File: config.mk
export PLATFORM = sky130hd
export DESIGN_NAME = majority_sample_collector
export DESIGN_NICKNAME = d
export VERILOG_FILES = /design/src/rtl/majority_sample_collector.sv
export SDC_FILE = /design/constraint.sdc
export NUM_CORES = 1
export LEC_CHECK = 0
export ABC_AREA = 1
export CAP_MARGIN = 40
export CORE_UTILIZATION = 56
export DETAILED_ROUTE_END_ITERATION = 12
export DONT_BUFFER_PORTS = 1
export MAX_ROUTING_LAYER = met4
export PLACE_DENSITY = 0.71
export RECOVER_POWER = 100
export SLEW_MARGIN = 5
export SYNTH_ARGS = -nofsm -noshare
export SYNTH_HDL_FRONTEND = slang
export SYNTH_SLANG_ARGS = --single-unit
export TNS_END_PERCENT = 5
File: constraint.sdc
create_clock -name clk -period 1.5 [get_ports clk]
set_input_delay 0.225 -clock clk [delete_from_list [all_inputs] [get_ports clk]]
set_output_delay 0.225 -clock clk [all_outputs]
set_load 0.005 [all_outputs]
File: src/rtl/majority_sample_collector.sv
// majority_sample_collector: oversamples a synchronized serial bit at a strobe rate
// and hands a NSAMP-wide window to the majority voter over valid/ready.
module majority_sample_collector #(
    parameter int DIV   = 4,
    parameter int NSAMP = 7
) (
    input  logic             clk,
    input  logic             rst_n,
    input  logic             i_start,
    input  logic             i_din,
    output logic [NSAMP-1:0] o_win_out,
    output logic             o_win_valid,
    input  logic             i_win_ready,
    output logic             o_busy,
    output logic             o_overrun
);
    localparam int CW = (DIV > 1) ? $clog2(DIV) : 1;
    localparam int IW = (NSAMP > 1) ? $clog2(NSAMP) : 1;

    typedef enum logic [1:0] {IDLE, COLLECT, VALID} state_t;

    state_t           r_state;
    logic [1:0]       r_sync;
    logic [CW-1:0]    r_cnt;
    logic [IW-1:0]    r_idx;
    logic [NSAMP-1:0] r_win;
    logic             r_busy;
    logic             r_valid;
    logic             r_overrun;

    logic w_din_s;
    logic w_strobe;
    logic w_last;
    logic w_go;

    assign w_din_s  = r_sync[1];
    assign w_strobe = (r_cnt == CW'(DIV - 1));
    assign w_last   = (r_idx == IW'(NSAMP - 1));
    // a new window may start from IDLE, or back-to-back on the edge the old one is consumed
    assign w_go     = i_start && ((r_state == IDLE) || ((r_state == VALID) && i_win_ready));

    always_ff @(posedge clk or negedge rst_n) begin
        if (!rst_n) begin
            r_state   <= IDLE;
            r_sync    <= '0;
            r_cnt     <= '0;
            r_idx     <= '0;
            r_win     <= '0;
            r_busy    <= 1'b0;
            r_valid   <= 1'b0;
            r_overrun <= 1'b0;
        end else begin
            r_sync <= {r_sync[0], i_din};
            if (w_go) begin
                r_state <= COLLECT;
                r_busy  <= 1'b1;
                r_valid <= 1'b0;
                r_win   <= '0;
                r_cnt   <= '0;
                r_idx   <= '0;
            end else begin
                case (r_state)
                    COLLECT: begin
                        r_cnt <= w_strobe ? '0 : r_cnt + 1'b1;
                        if (w_strobe) begin
                            r_win[r_idx] <= w_din_s;
                            r_idx        <= w_last ? '0 : r_idx + 1'b1;
                            if (w_last) begin
                                r_state <= VALID;
                                r_busy  <= 1'b0;
                                r_valid <= 1'b1;
                            end
                        end
                    end
                    VALID: begin
                        if (i_win_ready) begin
                            r_state <= IDLE;
                            r_valid <= 1'b0;
                        end else if (i_start) begin
                            r_overrun <= 1'b1;
                        end
                    end
                    IDLE: ;
                    default: r_state <= IDLE;
                endcase
            end
        end
    end

    assign o_win_out   = r_win;
    assign o_win_valid = r_valid;
    assign o_busy      = r_busy;
    assign o_overrun   = r_overrun;
endmodule

==> metrics.log, run 1 <==
[metrics] Period Utilization, post-route: 88.6%
[metrics] TritonCTS clock tree: yes
[metrics] final setup slack of the worst path: approximately 0.17 ns
[metrics] Layout Skew: about 0.010 ns
[metrics] critical setup path kind: register to register
[metrics] buffer cell driving the clock tree root: sky130_fd_sc_hd__clkbuf_4
[metrics] last weighted congestion value of the routability-driven placer: 0.808
[metrics] mean instance size in the synthesized netlist: about 8.5 um^2
[metrics] FMAX: 753 MHz
[metrics] fill cell count: 126
[metrics] clock slew seen by the registers of the worst setup and hold paths: between 0.1 and 0.15 ns
[metrics] list of cells traversed by the critical path: nor2_1, nand2_2, o21ai_4, clkbuf_1, a21oi_1, a21oi_1
[metrics] I/O pin count: 15
[metrics] non-filler cells in the finished layout: around 130
[metrics] cell seen most often among critical-path stages: sky130_fd_sc_hd__a21oi_1
[metrics] total track usage: 20.4%
[metrics] cell type group with the largest total delay on the critical path: flip-flops
[metrics] area of the die: 0.00175 mm^2
[metrics] main area contributors after synthesis: sky130_fd_sc_hd__dfrtp_1 54%, sky130_fd_sc_hd__nand2_1 12%, sky130_fd_sc_hd__o21ai_0 6.8%
[metrics] remaining number of nets flagged by the antenna check after routing: 0
[metrics] floorplan die width: 41.8 um
[metrics] CTS HTree Levels: 1
[metrics] Max rail drop VDD: around 0.93 mV
[metrics] synthesized instance count: 105
[metrics] final period demand of the worst path: roughly 1.3 ns
[metrics] clock latency at the later pin of the worst-skew pair: 0.30 ns
[metrics] final routed DRC violation total: 0
[metrics] max cap viols: 0
[metrics] number of warnings printed during yosys synthesis: 0
[metrics] Die Y: 41.8 um
[metrics] top library cells by usage in the layout, fill and taps aside: 28 x sky130_fd_sc_hd__nand2_1, 19 x sky130_fd_sc_hd__dfrtp_1, 14 x sky130_fd_sc_hd__inv_1
[metrics] core area: roughly 0.0015 mm^2
[metrics] result of the run: complete, no violations
[metrics] first-pass detailed-route iteration total: 4
[metrics] cell area after synthesis: 888 um^2
[metrics] Tightest Hold Check Type: input port to register
[metrics] type of origin of the critical path: register
[metrics] static leakage: 0.000511 uW
[metrics] Net Count, Synth: between 100 and 150
[metrics] Port-buffer cells: 0
[metrics] global-route wire length before repair: about 2600 um
[metrics] number of clock buffers inserted by TritonCTS: 3
[metrics] via count of the first global-routing pass: 632
[metrics] share of synthesized area occupied by flip-flops and latches: a little over half
[metrics] crit path max fanout: 10
[metrics] Routed WL: 1550 um
[metrics] type of element capturing the critical path: register
[metrics] transition time at the pin with the least slew margin: approximately 0.85 ns
[metrics] share of the synthesized area in the top cell type: between 50% and 60%
[metrics] sum of buffers and inverters on the critical path: 1
[metrics] cell count after placement: 120
[metrics] worst slack after detailed placement: around 0.11 ns
[metrics] final hold violations: 0
[metrics] synth-to-layout area growth: 8.03%
[metrics] final net count: 120
[metrics] maximum number of pins on one net before global-route repair: 20
[metrics] Min-Delay Startpoint: i_start
[metrics] reg2reg start: r_state[0]
[metrics] count of final max-slew check failures: 0
[metrics] count of cells resized by post-cts repair: 0
[metrics] # rows: 14
[metrics] Power Dens Cells: 1920 mW/mm^2
[metrics] clock net sink count: 19
[metrics] Placement Cell Area: 893 um^2
[metrics] Arrival @ worst endpoint: approximately 1.6 ns
[metrics] Antenna Diode Count: 0
[metrics] cell at the slowest stage of the critical path: sky130_fd_sc_hd__dfrtp_1
[metrics] most frequent standard cell in the layout excluding fill and tap cells: sky130_fd_sc_hd__nand2_1
[metrics] biggest cell delay along the critical path: 0.43 ns
[metrics] Design Area, Final: 960 um^2
[metrics] Iteration-0 DRC Markers: 27
[metrics] deepest clock path buffer count: 2
[metrics] flip-flop and latch count after synthesis: 19
[metrics] proportion of layout cells with a drive suffix above 1: between 8 and 9%
[metrics] number of antenna violations at the first check in global routing: 0
[metrics] Remaining Overflow, GRT: 0
[metrics] dpl hpwl: 1090 um
[metrics] unrepaired setup endpoints after global routing: false
[metrics] worst setup path startpoint: r_state[0]
[metrics] effective utilization at floorplan: 59.7%
[metrics] worst slew margin relative to its limit: 43.2%
[metrics] cell taking the most area after synthesis: sky130_fd_sc_hd__dfrtp_1
[metrics] routed wire length per instance: 12.0 um
[metrics] Netlist cell types: 15
[metrics] detailed-route vias per instance: between 5 and 6
[metrics] required time of the critical path: 1.73 ns
[metrics] setup violation total in the final timing report: 0
[metrics] via count: 714
[metrics] post-route setup TNS: 0 ns
power breakdown:
part / internal (uW) / leakage, uW / total, uW / switching [uW]
Sequential: 710 / 0.000240 / 881 / 171
Clock: 99.2 / 0.0000177 / 258 / 159
Combinational: 268 / 0.000253 / 705 / 437
stage by stage:
step / total power (uW) / util, % / hold slack [ns]
after floorplan: 1420 / - / -0.0706
after global placement: 1510 / 60.0 / -0.0702
after detailed placement: 1540 / 60.0 / -0.0702
after CTS: 1810 / 63.2 / 0.113
after global routing: 2010 / 64.5 / 0.139
final: 1840 / 64.5 / 0.115
logic make-up after synthesis:
logic type,count (synthesis),share of synthesized area [%]
and+or+nand+nor,49,23.8
buffers and inverters,16,8.45
adders and majority gates,1,1.41
DFF,19,53.5
AOI/OAI and AO/OA,20,12.8
layout make-up:
type	instances	area [um^2]	share of cell area (%)
repair buffers	6	46.3	4.82
flip-flops and latches	19	475	49.5
multi-input cells	70	338	35.2
inverters	14	52.6	5.48
well taps	16	20.0	2.09
clock inverters	1	5.00	0.522
clock buffers	3	22.5	2.35
state kept, by name, summed over array words and instances, names as in the netlist:
| name | cells |
|---|---|
| r_cnt | 2 |
| r_sync | 2 |
| o_win_valid | 1 |
| r_state | 2 |
| r_idx | 3 |
| o_overrun | 1 |
| o_busy | 1 |
| o_win_out | 7 |
per-layer routing:
metal  vias up  part of all wire [%]  GRT usage [%]
li1        359                     -              -
met1       334                    47           26.1
met2        19                    49           32.2
met3         2                   3.1           2.61
met4         0                  0.78           9.68
met5         -                     0              -
cell usage after synthesis:
| cell type | count |
|---|---|
| sky130_fd_sc_hd__nand3_1 | 9 |
| sky130_fd_sc_hd__a21oi_1 | 6 |
| sky130_fd_sc_hd__nand2_1 | 28 |
| sky130_fd_sc_hd__inv_1 | 14 |
| sky130_fd_sc_hd__ha_1 | 1 |
| sky130_fd_sc_hd__nand4_1 | 2 |
| sky130_fd_sc_hd__nand3b_1 | 1 |
| sky130_fd_sc_hd__o21ai_0 | 12 |
| sky130_fd_sc_hd__nor3_1 | 2 |
| sky130_fd_sc_hd__nor2_1 | 5 |
| sky130_fd_sc_hd__o21ai_4 | 1 |
| sky130_fd_sc_hd__o21bai_1 | 1 |
| sky130_fd_sc_hd__nand2_2 | 2 |
| sky130_fd_sc_hd__buf_6 | 2 |
| sky130_fd_sc_hd__dfrtp_1 | 19 |
path summary, 6_finish.rpt:
path | end | slack [ns] | depth (start not counted)
hold reg to reg | r_sync[1] | 0.36 | 0
max in group asynchronous | o_overrun | 0.50 | 1
setup / recovery | o_win_out[3] | 0.17 | 6
setup reg to reg | o_win_out[3] | 0.17 | 6
hold / removal | o_overrun | 0.11 | 2
min in group asynchronous | r_idx[0] | 0.46 | 1
worst register-to-register path, cell delays in order, from the launching register on:
cell and delay (ns):
sky130_fd_sc_hd__dfrtp_1 0.43, sky130_fd_sc_hd__nor2_1 0.14, sky130_fd_sc_hd__nand2_2 0.16, sky130_fd_sc_hd__o21ai_4 0.15, sky130_fd_sc_hd__clkbuf_1 0.18, sky130_fd_sc_hd__a21oi_1 0.08
sky130_fd_sc_hd__a21oi_1 0.13
repair_timing:
| action | in CTS | in global routing |
|---|---|---|
| setup buffers | 0 | 3 |
| hold endpoints to repair | 20 | 0 |
| setup endpoints to repair | 0 | 4 |
| hold buffers | 2 | 0 |
Power figures use the tool's default switching activity.
==> run 2: changes to the inputs <==
--- a/config.mk
+++ b/config.mk
@@ -13,6 +13,7 @@
 export MAX_ROUTING_LAYER = met4
 export PLACE_DENSITY = 0.71
 export RECOVER_POWER = 100
+export SETUP_SLACK_MARGIN = 0.4
 export SLEW_MARGIN = 5
 export SYNTH_ARGS = -nofsm -noshare
 export SYNTH_HDL_FRONTEND = slang
==> run 2 against run 1 <==
Combinational power is 36% higher. Setup slack better by 0.0046 ns. Utilization up 6.2 points. Maximum frequency increased by 0.35%. Wire length up 27%. Clock power barely moved. Hold slack better by 0.036 ns. Critical path depth unchanged. Clock-buffer cell count unchanged. Non-clock buffer count rose by 8. Die area unchanged. Largest power group is now combinational logic. Highest routed layer unchanged.
==> metrics.log, run 2 (synthesized netlist as in run 1, its figures left out) <==
[metrics] non-filler cells in the finished layout: 137
[metrics] sum of buffers and inverters on the critical path: 1
[metrics] synth-to-layout area growth: 18.5%
[metrics] Max rail drop VDD: 1.25 mV
[metrics] crit path max fanout: 8
[metrics] via count: 786
[metrics] fill cell count: 108
[metrics] max cap viols: 0
[metrics] buffer cell driving the clock tree root: sky130_fd_sc_hd__clkbuf_4
[metrics] area of combinational cells with multiple inputs: about 360 um^2
[metrics] proportion of layout cells with a drive suffix above 1: a little under a quarter
[metrics] setup violation total in the final timing report: 0
[metrics] via count of the first global-routing pass: about 740
[metrics] # rows: 14
[metrics] floorplan die width: 41.8 um
[metrics] deepest clock path buffer count: 2
[metrics] final period demand of the worst path: ~1.3 ns
[metrics] clock net sink count: 19
[metrics] most frequent standard cell in the layout excluding fill and tap cells: sky130_fd_sc_hd__nand2_1
[metrics] Die Y: 41.8 um
[metrics] routed wire length per instance: around 14 um
[metrics] final routed DRC violation total: 0
[metrics] unrepaired setup endpoints after global routing: true
[metrics] detailed-route vias per instance: approximately 5.7
[metrics] I/O pin count: 15
[metrics] critical setup path kind: register to register
[metrics] core area: between 0.001 and 0.0015 mm^2
[metrics] Antenna Diode Count: 0
[metrics] worst slack after detailed placement: ~0.13 ns
[metrics] type of origin of the critical path: register
[metrics] Period Utilization, post-route: 88.3%
[metrics] sequential standard cell area: 477 um^2
[metrics] Iteration-0 DRC Markers: 21
[metrics] maximum number of pins on one net before global-route repair: 20
[metrics] number of antenna violations at the first check in global routing: 0
[metrics] required time of the critical path: 1.73 ns
[metrics] cell type group with the largest total delay on the critical path: flip-flops
[metrics] Routed WL: 1970 um
[metrics] effective utilization at floorplan: between 50% and 60%
[metrics] static leakage: 0.000554 uW
[metrics] worst slew margin relative to its limit: 44.6%
[metrics] total track usage: about a quarter
[metrics] number of clock buffers inserted by TritonCTS: 3
[metrics] clock slew seen by the registers of the worst setup and hold paths: ~0.11 ns
[metrics] Layout Skew: 0.00126 ns
[metrics] last weighted congestion value of the routability-driven placer: roughly 0.8
[metrics] Remaining Overflow, GRT: 0
[metrics] first-pass detailed-route iteration total: 4
[metrics] cell at the slowest stage of the critical path: sky130_fd_sc_hd__dfrtp_1
[metrics] final net count: 128
[metrics] dpl hpwl: 1160 um
[metrics] type of element capturing the critical path: register
[metrics] TritonCTS clock tree: yes
[metrics] final design utilization: 70.7%
[metrics] count of final max-slew check failures: 0
[metrics] Tightest Hold Check Type: input port to register
[metrics] Port-buffer cells: 0
[metrics] final setup slack of the worst path: approximately 0.18 ns
[metrics] result of the run: complete, no violations
[metrics] CTS HTree Levels: 1
[metrics] max FFs per register: 7
[metrics] cell seen most often among critical-path stages: sky130_fd_sc_hd__a21oi_1
[metrics] cell count after placement: 120
[metrics] global-route wire length before repair: approximately 3100 um
[metrics] Arrival @ worst endpoint: 1.55 ns
[metrics] top library cells by usage in the layout, fill and taps aside: 27 x sky130_fd_sc_hd__nand2_1, 18 x sky130_fd_sc_hd__dfrtp_1, 12 x sky130_fd_sc_hd__o21ai_0
[metrics] final hold violations: 0
[metrics] FMAX: 755 MHz
[metrics] clock latency at the later pin of the worst-skew pair: a little under 0.3 ns
[metrics] list of cells traversed by the critical path: nor2_2, nand2_2, o21ai_4, buf_6, a21oi_1, a21oi_1
[metrics] transition time at the pin with the least slew margin: 0.828 ns
[metrics] remaining number of nets flagged by the antenna check after routing: 0
[metrics] area of the die: 0.00175 mm^2
[metrics] Power Dens Cells: 2000 mW/mm^2
[metrics] biggest cell delay along the critical path: 0.47 ns
[metrics] post-route setup TNS: 0 ns
[metrics] Hold Worst Slack: 0.150 ns
run 2: cell count changes in the layout (fill, tap and decap cells not counted), sizes merged:
cell | previous run | this run
buf | 2 | 10
run 2: stage by stage:
stage,total power [uW],area (um^2)
3_5_place_dp,1550,896
6_report,2110,1050
3_3_place_gp,1520,896
2_1_floorplan,1430,891
5_1_grt,2260,1050
4_1_cts,1940,997
run 2: what timing repair did:
item / in CTS / in global routing
gates resized for setup: 5 / 7
endpoints found under the setup margin: 14 / 35
setup buffers: 5 / 6
gates cloned: 0 / 0
endpoints found under the hold margin: 20 / 0
pin swaps: 3 / 3
hold buffers: 2 / 0
run 2: area by class of cell:
cell class                 count  share of cell area [%]
clock buffer                   3                    2.14
clock inverter                 1                   0.476
inverter                      14                    4.99
multi-input combinational     70                    34.6
sequential                    19                    45.3
tap                           16                    1.90
timing repair buffer          14                    10.6
run 2: final timing paths:
path                            startpoint      endpoint  slack [ns]  depth (start not counted)
max in group asynchronous            rst_n      r_idx[0]        0.48                          1
worst min-delay path               i_start     o_overrun        0.15                          2
worst min register to register   r_sync[0]     r_sync[1]        0.36                          0
worst max register to register  r_state[0]  o_win_out[2]        0.18                          6
worst max-delay path            r_state[0]  o_win_out[2]        0.18                          6
min in group asynchronous            rst_n      r_idx[0]        0.46                          1
run 2: report_power, final:
group	total [uW]	switching, uW	internal, uW
clock	255	156	99.3
sequential	892	179	713
combinational	958	542	416
run 2: metal layers:
metal  routed length, um  share of wire [%]  vias to the layer above  track usage [%]
met3                  68                3.4                        4             4.78
met5                   0                  0                        -                -
met2                1070                 54                       23             39.1
li1                    -                  -                      371                -
met4                  25                1.3                        0             13.5
met1                 812                 41                      388             26.9
